$ cat config.mk
export PLATFORM = sky130hd
export DESIGN_NAME = uart_word_tx_flat
export DESIGN_NICKNAME = d
export VERILOG_FILES = /design/src/rtl/uart_pkg.sv /design/src/rtl/uart_word_tx_if.sv /design/src/rtl/word_fifo.sv /design/src/rtl/uart_word_tx.sv /design/src/flat_wrapper.sv
export SDC_FILE = /design/constraint.sdc
export NUM_CORES = 1
export LEC_CHECK = 0
export ABC_AREA = 1
export CORE_ASPECT_RATIO = 1.2
export CORE_UTILIZATION = 55
export CTS_CLUSTER_SIZE = 16
export DETAILED_ROUTE_END_ITERATION = 7
export PLACE_DENSITY = 0.75
export SLEW_MARGIN = 20
export SYNTH_ARGS = -nofsm -noshare
export SYNTH_HDL_FRONTEND = slang
export SYNTH_SLANG_ARGS = --single-unit
$ cat constraint.sdc
create_clock -name clk -period 7.8 [get_ports clk]
set_input_delay 1.17 -clock clk [delete_from_list [all_inputs] [get_ports clk]]
set_output_delay 1.17 -clock clk [all_outputs]
set_load 0.02 [all_outputs]
$ cat src/rtl/uart_pkg.sv
// uart_pkg: shared FSM state encoding, bit-timing helper and frame constants
// for the uart_word_tx block. Optional macro: UART_WORD_TX_PARITY_EN adds the
// PARITY state and lengthens each frame to 11 bit times.
package uart_pkg;

  localparam int DATA_BITS = 8;

`ifdef UART_WORD_TX_PARITY_EN
  localparam int FRAME_BITS = 11;
  typedef enum logic [2:0] {IDLE, START, DATA, PARITY, STOP} state_t;
`else
  localparam int FRAME_BITS = 10;
  typedef enum logic [1:0] {IDLE, START, DATA, STOP} state_t;
`endif

  // Clock cycles per serial bit; integer truncation is intentional.
  function automatic int cycles_per_bit(input int clk_freq, input int bit_rate);
    return clk_freq / bit_rate;
  endfunction

endpackage

$ cat src/rtl/uart_word_tx_if.sv
// uart_word_tx_if: word-write handshake plus status and serial line.
// Ports: write/write_data in, write_response/full/busy/tx out (slave view).
// master = word producer, slave = uart_word_tx.
interface uart_word_tx_if;
  logic        write;
  logic [31:0] write_data;
  logic        write_response;
  logic        full;
  logic        busy;
  logic        tx;

  modport master (output write, output write_data,
                  input write_response, input full, input busy, input tx);
  modport slave  (input write, input write_data,
                  output write_response, output full, output busy, output tx);
endinterface

$ cat src/rtl/word_fifo.sv
// word_fifo: circular word FIFO, pointers wrap modulo DEPTH (power of two).
// Ports: clk, reset (sync active-low), push/din, pop/dout (show-ahead), full, empty.
// Push while full and pop while empty are ignored.
module word_fifo #(
  parameter int DEPTH = 4,
  parameter int WIDTH = 32
) (
  input  logic             clk,
  input  logic             reset,
  input  logic             push,
  input  logic             pop,
  input  logic [WIDTH-1:0] din,
  output logic [WIDTH-1:0] dout,
  output logic             full,
  output logic             empty
);

  localparam int AW = $clog2(DEPTH);
  localparam logic [AW:0] FULL_CNT = DEPTH[AW:0];

  logic [WIDTH-1:0] mem [DEPTH];
  logic [AW-1:0]    wr_ptr;
  logic [AW-1:0]    rd_ptr;
  logic [AW:0]      count;
  logic             do_push;
  logic             do_pop;

  assign do_push = push && !full;
  assign do_pop  = pop && !empty;

  always_ff @(posedge clk) begin
    if (!reset) begin
      wr_ptr <= '0;
      rd_ptr <= '0;
      count  <= '0;
    end else begin
      if (do_push) wr_ptr <= wr_ptr + 1'b1;
      if (do_pop)  rd_ptr <= rd_ptr + 1'b1;
      // Simultaneous push and pop leave the occupancy unchanged.
      case ({do_push, do_pop})
        2'b10:   count <= count + 1'b1;
        2'b01:   count <= count - 1'b1;
        default: ;
      endcase
    end
  end

  always_ff @(posedge clk) begin
    if (do_push) mem[wr_ptr] <= din;
  end

  assign dout  = mem[rd_ptr];
  assign full  = (count == FULL_CNT);
  assign empty = (count == '0);

endmodule

$ cat src/rtl/uart_word_tx.sv
// uart_word_tx: buffers 32-bit words and sends each as WORD_SIZE_BY 8N1 frames, LSB byte first.
// Ports: clk, reset (sync active-low), bus (uart_word_tx_if.slave: write, write_data,
// write_response, full, busy, tx). Optional macro: UART_WORD_TX_PARITY_EN (even parity bit).
module uart_word_tx
  import uart_pkg::*;
#(
  parameter int CLK_FREQ     = 25000000,
  parameter int BIT_RATE     = 9600,
  parameter int WORD_SIZE_BY = 4,
  parameter int FIFO_DEPTH   = 4
) (
  input  logic          clk,
  input  logic          reset,
  uart_word_tx_if.slave bus
);

  localparam int CPB = cycles_per_bit(CLK_FREQ, BIT_RATE);
  localparam int CW  = (CPB > 1) ? $clog2(CPB) : 1;
  localparam int WW  = WORD_SIZE_BY * 8;
  localparam int BW  = (WORD_SIZE_BY > 1) ? $clog2(WORD_SIZE_BY) : 1;
  localparam logic [CW-1:0] LAST_CYC  = CW'(CPB - 1);
  localparam logic [BW-1:0] LAST_BYTE = BW'(WORD_SIZE_BY - 1);

  state_t         state_q, state_d;
  logic [CW-1:0]  cyc_q, cyc_d;
  logic [2:0]     bit_q, bit_d;
  logic [BW-1:0]  byte_q, byte_d;
  logic [WW-1:0]  word_q, word_d;
  logic           tx_q, tx_d;
  logic           busy_q, busy_d;
  logic           resp_q;

  logic           push;
  logic           pop;
  logic           bit_done;
  logic           fifo_full;
  logic           fifo_empty;
  logic [31:0]    fifo_dout;

  // A write seen while full is dropped, even if a pop frees a slot this cycle.
  assign push = bus.write && !fifo_full;

  word_fifo #(
    .DEPTH (FIFO_DEPTH),
    .WIDTH (32)
  ) u_fifo (
    .clk   (clk),
    .reset (reset),
    .push  (push),
    .pop   (pop),
    .din   (bus.write_data),
    .dout  (fifo_dout),
    .full  (fifo_full),
    .empty (fifo_empty)
  );

  assign bit_done = (cyc_q == LAST_CYC);

  always_comb begin
    state_d = state_q;
    cyc_d   = cyc_q;
    bit_d   = bit_q;
    byte_d  = byte_q;
    word_d  = word_q;
    pop     = 1'b0;
    tx_d    = 1'b1;

    if (state_q != IDLE) cyc_d = bit_done ? '0 : cyc_q + 1'b1;

    case (state_q)
      IDLE: begin
        if (!fifo_empty) begin
          pop     = 1'b1;
          word_d  = WW'(fifo_dout);  // zero-extends bytes beyond bit 31
          byte_d  = '0;
          cyc_d   = '0;
          state_d = START;
        end
      end
      START: begin
        tx_d = 1'b0;
        if (bit_done) begin
          bit_d   = '0;
          state_d = DATA;
        end
      end
      DATA: begin
        tx_d = word_q[bit_q];
        if (bit_done) begin
          if (bit_q == 3'd7) begin
`ifdef UART_WORD_TX_PARITY_EN
            state_d = PARITY;
`else
            state_d = STOP;
`endif
          end else begin
            bit_d = bit_q + 1'b1;
          end
        end
      end
`ifdef UART_WORD_TX_PARITY_EN
      PARITY: begin
        tx_d = ^word_q[7:0];
        if (bit_done) state_d = STOP;
      end
`endif
      STOP: begin
        tx_d = 1'b1;
        if (bit_done) begin
          if (byte_q != LAST_BYTE) begin
            byte_d  = byte_q + 1'b1;
            word_d  = word_q >> 8;  // current byte always sits in word_q[7:0]
            state_d = START;
          end else if (!fifo_empty) begin
            pop     = 1'b1;
            word_d  = WW'(fifo_dout);
            byte_d  = '0;
            state_d = START;
          end else begin
            state_d = IDLE;
          end
        end
      end
      default: state_d = IDLE;
    endcase

    busy_d = (state_q != IDLE) || !fifo_empty;
  end

  // tx and busy are registered from the current state, so the line trails the
  // FSM by one cycle: a write at edge N enters START at N+1 and drives tx low at N+2.
  always_ff @(posedge clk) begin
    if (!reset) begin
      state_q <= IDLE;
      cyc_q   <= '0;
      bit_q   <= '0;
      byte_q  <= '0;
      word_q  <= '0;
      tx_q    <= 1'b1;
      busy_q  <= 1'b0;
      resp_q  <= 1'b0;
    end else begin
      state_q <= state_d;
      cyc_q   <= cyc_d;
      bit_q   <= bit_d;
      byte_q  <= byte_d;
      word_q  <= word_d;
      tx_q    <= tx_d;
      busy_q  <= busy_d;
      resp_q  <= push;
    end
  end

  assign bus.write_response = resp_q;
  assign bus.full           = fifo_full;
  assign bus.busy           = busy_q;
  assign bus.tx             = tx_q;

endmodule

$ cat src/flat_wrapper.sv
// flat-port wrapper written by rule: the top's interface ports become plain ports
module uart_word_tx_flat import uart_pkg::*;
#(
  parameter int CLK_FREQ     = 25000000,
  parameter int BIT_RATE     = 9600,
  parameter int WORD_SIZE_BY = 4,
  parameter int FIFO_DEPTH   = 4
)
  (clk, reset, bus_write, bus_write_data, bus_write_response, bus_full, bus_busy, bus_tx);
  uart_word_tx_if bus_i ();
  input  logic clk;
  input  logic reset;
  input wire logic [$bits(bus_i.write)-1:0] bus_write;
  input wire logic [$bits(bus_i.write_data)-1:0] bus_write_data;
  output wire logic [$bits(bus_i.write_response)-1:0] bus_write_response;
  output wire logic [$bits(bus_i.full)-1:0] bus_full;
  output wire logic [$bits(bus_i.busy)-1:0] bus_busy;
  output wire logic [$bits(bus_i.tx)-1:0] bus_tx;
  assign bus_i.write = bus_write;
  assign bus_i.write_data = bus_write_data;
  assign bus_write_response = bus_i.write_response;
  assign bus_full = bus_i.full;
  assign bus_busy = bus_i.busy;
  assign bus_tx = bus_i.tx;
  uart_word_tx #(.CLK_FREQ(CLK_FREQ), .BIT_RATE(BIT_RATE), .WORD_SIZE_BY(WORD_SIZE_BY), .FIFO_DEPTH(FIFO_DEPTH)) u_core (.clk(clk), .reset(reset), .bus(bus_i));
endmodule
# --- After elaboration in Yosys (flattened, before gate mapping) ---
# Memory sizes are Yosys's and may differ from the RTL's. A register that Yosys moved wholly into a read port is not among the register bits.
# Index checks and enable logic that the tools add are counted.
totals:
  n_memories: 1
  output_inout_bits: 4
  in_bits: 35
  elab_cells: 86
  mem_bits_rw: 128
  reg_bits: 61
memory_table:
  columns: ["memory", "words", "width", "rd", "rd_clocked_by_memory_dff", "wr", "line", "source"]
  rows:
  - ["u_core.u_fifo.mem", 4, 32, 1, 1, 1, "word_fifo.sv:21", "logic [WIDTH-1:0] mem [DEPTH];"]
classes:
  n_reduce_logical: 15
  order_cmp: 1
  n_eq_ne: 15
  muxes: 36
  add_sub_neg: 7
ops:
  columns: ["op", "count"]
  rows:
  - ["$mux W32", 3]
  - ["$pmux W32 S2", 1]
  - ["$mux W12", 4]
  - ["$mux W2", 11]
  - ["$add A12 B1 Y12 const B", 1]
  - ["$eq A12 B12 Y1 const B", 1]
  - ["$pmux W3 S2", 2]
  - ["$mux W3", 3]
  - ["$ne A2 B1 Y1 const B", 4]
  - ["$pmux W2 S4", 1]
  - ["$reduce_bool A2 Y1", 4]
  - ["$mux W1", 7]
  - ["$add A2 B1 Y2 const B", 3]
  - ["$add A3 B1 Y3 const B", 2]
  - ["$eq A2 B2 Y1 const B", 3]
  - ["$eq A3 B3 Y1 const B", 2]
  - ["$lt A3 B6 Y1 const B", 1]
  - ["$ne A2 B2 Y1 const B", 3]
  - ["$reduce_and A5 Y1", 1]
  - ["$eq A2 B1 Y1 const B", 2]
  - ["$pmux W1 S2", 2]
  - ["$pmux W2 S2", 1]
  - ["$reduce_and A4 Y1", 1]
  - ["$bmux W1 S3", 1]
  - ["other kinds (7)", 10]

# --- Logic depth before layout (Yosys ltp) ---
logic_depth:
  ltp_word: 8
  ltp_mapped: 15
  mapped_depth_nobuf: 15

# --- Modules after synthesis ---
# Synthesis repeated with hierarchy kept, for this count alone.
hier_totals:
  cells_unflattened: 1003
  area_unflattened_um2: 9088.7
modules_own_cells:
  columns: ["mod", "area_each_um2", "instances", "seq_area_each_um2", "cells_each"]
  rows:
  - ["word_fifo", 5276.3, 1, 4023.9, 379]
  - ["uart_word_tx", 3812.4, 1, 1081.0, 624]

# --- Worst setup path after synthesis ---
# No wires, ideal clock.
synth_timing:
  kind: "input -> register"
  from: "input bus_write"
  to: "memory u_core.u_fifo.mem[0][0], enable pin"
  stages: 2
  t_arrival_ps: 2714
  path_buffers: 0
  setup_time_ps: 421
  setup_slack_ps: 4664
  required_ps: 7379
  cell_sequence: "nand2_1 > nor2_1"
synth_between:
  elab_chain_len: 4
synth_rtl:
  columns: ["element", "line", "source"]
  rows:
  - ["start, declared", "flat_wrapper.sv:13", "input wire logic [$bits(bus_i.write)-1:0] bus_write;"]
  - ["$logic_and A1 B1 Y1", "uart_word_tx.sv:41", "assign push = bus.write && !fifo_full;"]
  - ["$logic_and A1 B1 Y1", "word_fifo.sv:28", "assign do_push = push && !full;"]
  - ["$mux W1", "word_fifo.sv:49", "if (do_push) mem[wr_ptr] <= din;"]
  - ["$mux W1 (implied by the code)", "word_fifo.sv:49", null]
  - ["end, declared", "word_fifo.sv:21", null]
# No other way between the ends.

# --- Worst setup path after layout ---
layout_timing:
  from: "register u_core.u_fifo.count[0]"
  to: "output bus_full"
layout_between:
  elab_chain_len: 1
layout_rtl:
  columns: ["element", "line", "source"]
  rows:
  - ["start, declared", "word_fifo.sv:24", "logic [AW:0] count;"]
  - ["start signal, assigned", "word_fifo.sv:41", "2'b10: count <= count + 1'b1;"]
  - ["start signal, assigned", "word_fifo.sv:42", "2'b01: count <= count - 1'b1;"]
  - ["$eq A3 B3 Y1", "word_fifo.sv:53", "assign full = (count == FULL_CNT);"]
  - ["end, declared", "flat_wrapper.sv:16", "output wire logic [$bits(bus_i.full)-1:0] bus_full;"]
# No other way between the ends.

==> results.sh <==
export IMPL_status="finished clean"
export IMPL_route_detailed_drc=0
export IMPL_overflow=0
export IMPL_arrival_ps=1650
export IMPL_finClkSkew_ps=8.98
export IMPL_clock_root_buffer="clkbuf_16"
export IMPL_cp_end_kind="primary output"
export IMPL_path_clk_slew_ps=70
export IMPL_min_period_over_period=0.362
export IMPL_ios=39
export IMPL_path_max_fanout=4
export IMPL_final_max_slew_violation_count=0
export IMPL_synth_main_ff_cell="edfxtp_1"
export IMPL_holdWs_ps=440
export IMPL_clkLatencyLatePin_ps=430
export IMPL_fin_crit_ps=2820
export IMPL_seqCellArea_um2=5110
export IMPL_critical_path_startpoint_type="flop"
export IMPL_synth_avg_cell_area_um2=9.75
export IMPL_relSlewSlack=0.329
export IMPL_reg2reg_depth=14
export IMPL_drt_vias_per_instance=5.28
export IMPL_endpoint="bus_full"
export IMPL_synth_fp_nets=890
export IMPL_die_area_um2=15400
export IMPL_hold_violations=0
export IMPL_h_tree_depth=4
export IMPL_rows=48
export IMPL_grt_pass1_vias=5372
export IMPL_grt_pass1_wl_mm=26.3
export IMPL_ys_types=42
export IMPL_power_w=0.00316
export IMPL_yosysWarnings=0
export IMPL_ir_drop_mv=0.165
export IMPL_first_pass_iters=5
export IMPL_cts_hold_buffers=0
export IMPL_cts_max_path_buffers=2
export IMPL_worst_slew_pin_slew_ps=1010
export IMPL_diodes=0
export IMPL_synth_top_area_frac=0.469
export IMPL_leakage_nw=3.59
export IMPL_numClockSinks=191
export IMPL_setup_worst_path_class="reg -> out"
export IMPL_crit_path_start="u_core.u_fifo.count[0]"
export IMPL_ant_nets=0
export IMPL_die_width_um=113
export IMPL_track_usage=0.224
export IMPL_post_cts_buffers=0
export IMPL_synthCells=841
export IMPL_r2r_end="u_core.u_fifo.count[2]"
export IMPL_area_growth_syn_to_layout_pct=13.4
export IMPL_maxCapViolations=0
export IMPL_start_util=0.566
export IMPL_fillCellCount=1158
export IMPL_netlist_area_um2=8200
export IMPL_crit_reg2reg_launch="u_core.cyc_q[0]"
export IMPL_num_vias=5731
export IMPL_synthArstFlopShare=0
export IMPL_routed_wl_mm=16.0
export IMPL_antenna_found_initial=0
export IMPL_multi_input_area_um2=2550
export IMPL_post_cts_resized=0
export IMPL_place_congestion=0.813
export IMPL_crit_required_ps=6630
export IMPL_drtIter0Drc=414
export IMPL_cts_tree="done"
export IMPL_grt_max_degree=66
export IMPL_io_buffers=38
export IMPL_grt_setup_unrepaired="no"
export IMPL_powerDensity_nw_per_um2=340
export IMPL_routedWlPerCell_um=14.7
export IMPL_max_freq_mhz=355
export IMPL_nNetsFinal=922
export IMPL_hp_class="reg -> reg"
export IMPL_ys_ff_latch=191
export IMPL_numCtsBuffers=17
export IMPL_setup_viol=0
export IMPL_synth_edf_count=128
export IMPL_yosys_area_top_type="edfxtp_1"
export IMPL_setup_tns_final_ps=0
export IMPL_synth_seq_area_share=0.623
export IMPL_fp_dieH_um=136
export IMPL_core_area_um2=14500
export IMPL_yosys_top_cells_area="edfxtp_1 47%, dfxtp_1 15%, nand2_1 9.3%"
export IMPL_drive_above_1_share=0.0756
export IMPL_post_dp_hpwl_mm=9.71
export IMPL_r2r_slack_ps=5340
## layer usage
metal  global-route usage  vias up  part of all wire
li1                     -     2874                 -
met1                0.281     2695              0.44
met2                0.368      124              0.50
met3               0.0483       38             0.034
met4                0.109        0             0.031
met5                    0        -                 0
## worst max-delay path, stage by stage (launching register included)
cell and delay, ps:
dfxtp_1 330, nor2_1 160, nand2_1 90, inv_1 50, clkdlybuf4s50_1 590
## synth_stat cells (2+ instances only)
cell        n
nand3_1    27
nand2_2     6
nand2_1   204
nand4_1    10
inv_2       6
o21ai_0    56
dfxtp_1    63
nor2_1     83
a32o_1     11
o211ai_1    2
o21ai_1    11
ha_1       13
xor2_1      3
buf_4       5
buf_6       2
buf_2      11
a32oi_1     7
a21oi_2     2
clkbuf_1   13
inv_1      91
clkinv_1    2
nor2_2      3
buf_1       2
nor3_1      3
edfxtp_1  128
nand2_4     2
nand3_2     2
a21oi_1    59
## report_power, final
| group | internal [W] | total, W | switching [W] |
|---|---|---|---|
| Sequential | 0.00127 | 0.00134 | 0.0000654 |
| Combinational | 0.000310 | 0.000986 | 0.000676 |
| Clock | 0.000471 | 0.000838 | 0.000367 |
## placed cells by master, fill, tap and decap left out, types with 3 or more instances in the layout
cell,instances
dfxtp_1,62
inv_1,91
nor2_1,79
nand3_1,27
clkdlybuf4s50_1,38
nand4_1,10
nand2_1,204
nor3_1,3
buf_4,8
o21ai_0,56
xor2_1,3
clkbuf_16,17
edfxtp_1,128
a32o_1,11
clkinv_4,4
ha_1,13
nor2_2,7
o21ai_1,11
inv_2,6
nand2_2,6
clkinv_1,6
a32oi_1,7
a21oi_1,59
## worst min path at each step
| stage | to | slack, ps | from | cells past startpoint |
|---|---|---|---|---|
| after floorplan | u_core.word_q[7] | 420 | u_core.word_q[7] | 2 |
| after global placement | u_core.word_q[3] | 430 | u_core.word_q[3] | 2 |
| after detailed placement | u_core.word_q[3] | 430 | u_core.word_q[3] | 2 |
| after CTS | u_core.word_q[3] | 440 | u_core.word_q[3] | 2 |
| after global routing | u_core.word_q[3] | 460 | u_core.word_q[3] | 2 |
| final | u_core.word_q[3] | 440 | u_core.word_q[3] | 2 |
## layout make-up
type,instances,share of cell area
Tap cell,200,0.0269
Clock inverter,14,0.0153
Sequential cell,191,0.549
Timing Repair Buffer,46,0.0473
Inverter,100,0.0406
Clock buffer,18,0.0461
Multi-Input combinational cell,517,0.275
## through the flow
step	instance area (um2)	std cells	util	setup slack [ps]
floorplan	8200	841	-	4660
global placement	8730	1054	0.603	4680
detailed placement	8730	1054	0.603	4650
CTS	9300	1086	0.643	4960
global route	9300	1086	0.643	4880
finish	9300	1086	0.643	4980
## cells by family (layout without fill, tap and decap cells)
logic type                 Yosys count  in the layout  share of synthesized area
AOI/OAI and AO/OA                  154            154                      0.108
xor gates and xnor gates             3              3                    0.00321
adders and majority gates           14             14                     0.0223
buffers and inverters              133            178                     0.0670
DFF                                191            191                      0.623
and+or+nand+nor                    346            346                      0.177
## registers in the layout, summed over array words and instances (netlist names), named ones only
register and flops:
u_core.bus.tx 1, u_core.u_fifo.mem 128, u_core.u_fifo.wr_ptr 2, u_core.cyc_q 12, u_core.byte_q 2, u_core.bit_q 3, u_core.u_fifo.rd_ptr 2, u_core.state_q 2
u_core.word_q 32, u_core.bus.busy 1, u_core.bus.write_response 1, u_core.u_fifo.count 3
(Power assumes the default switching activity.)
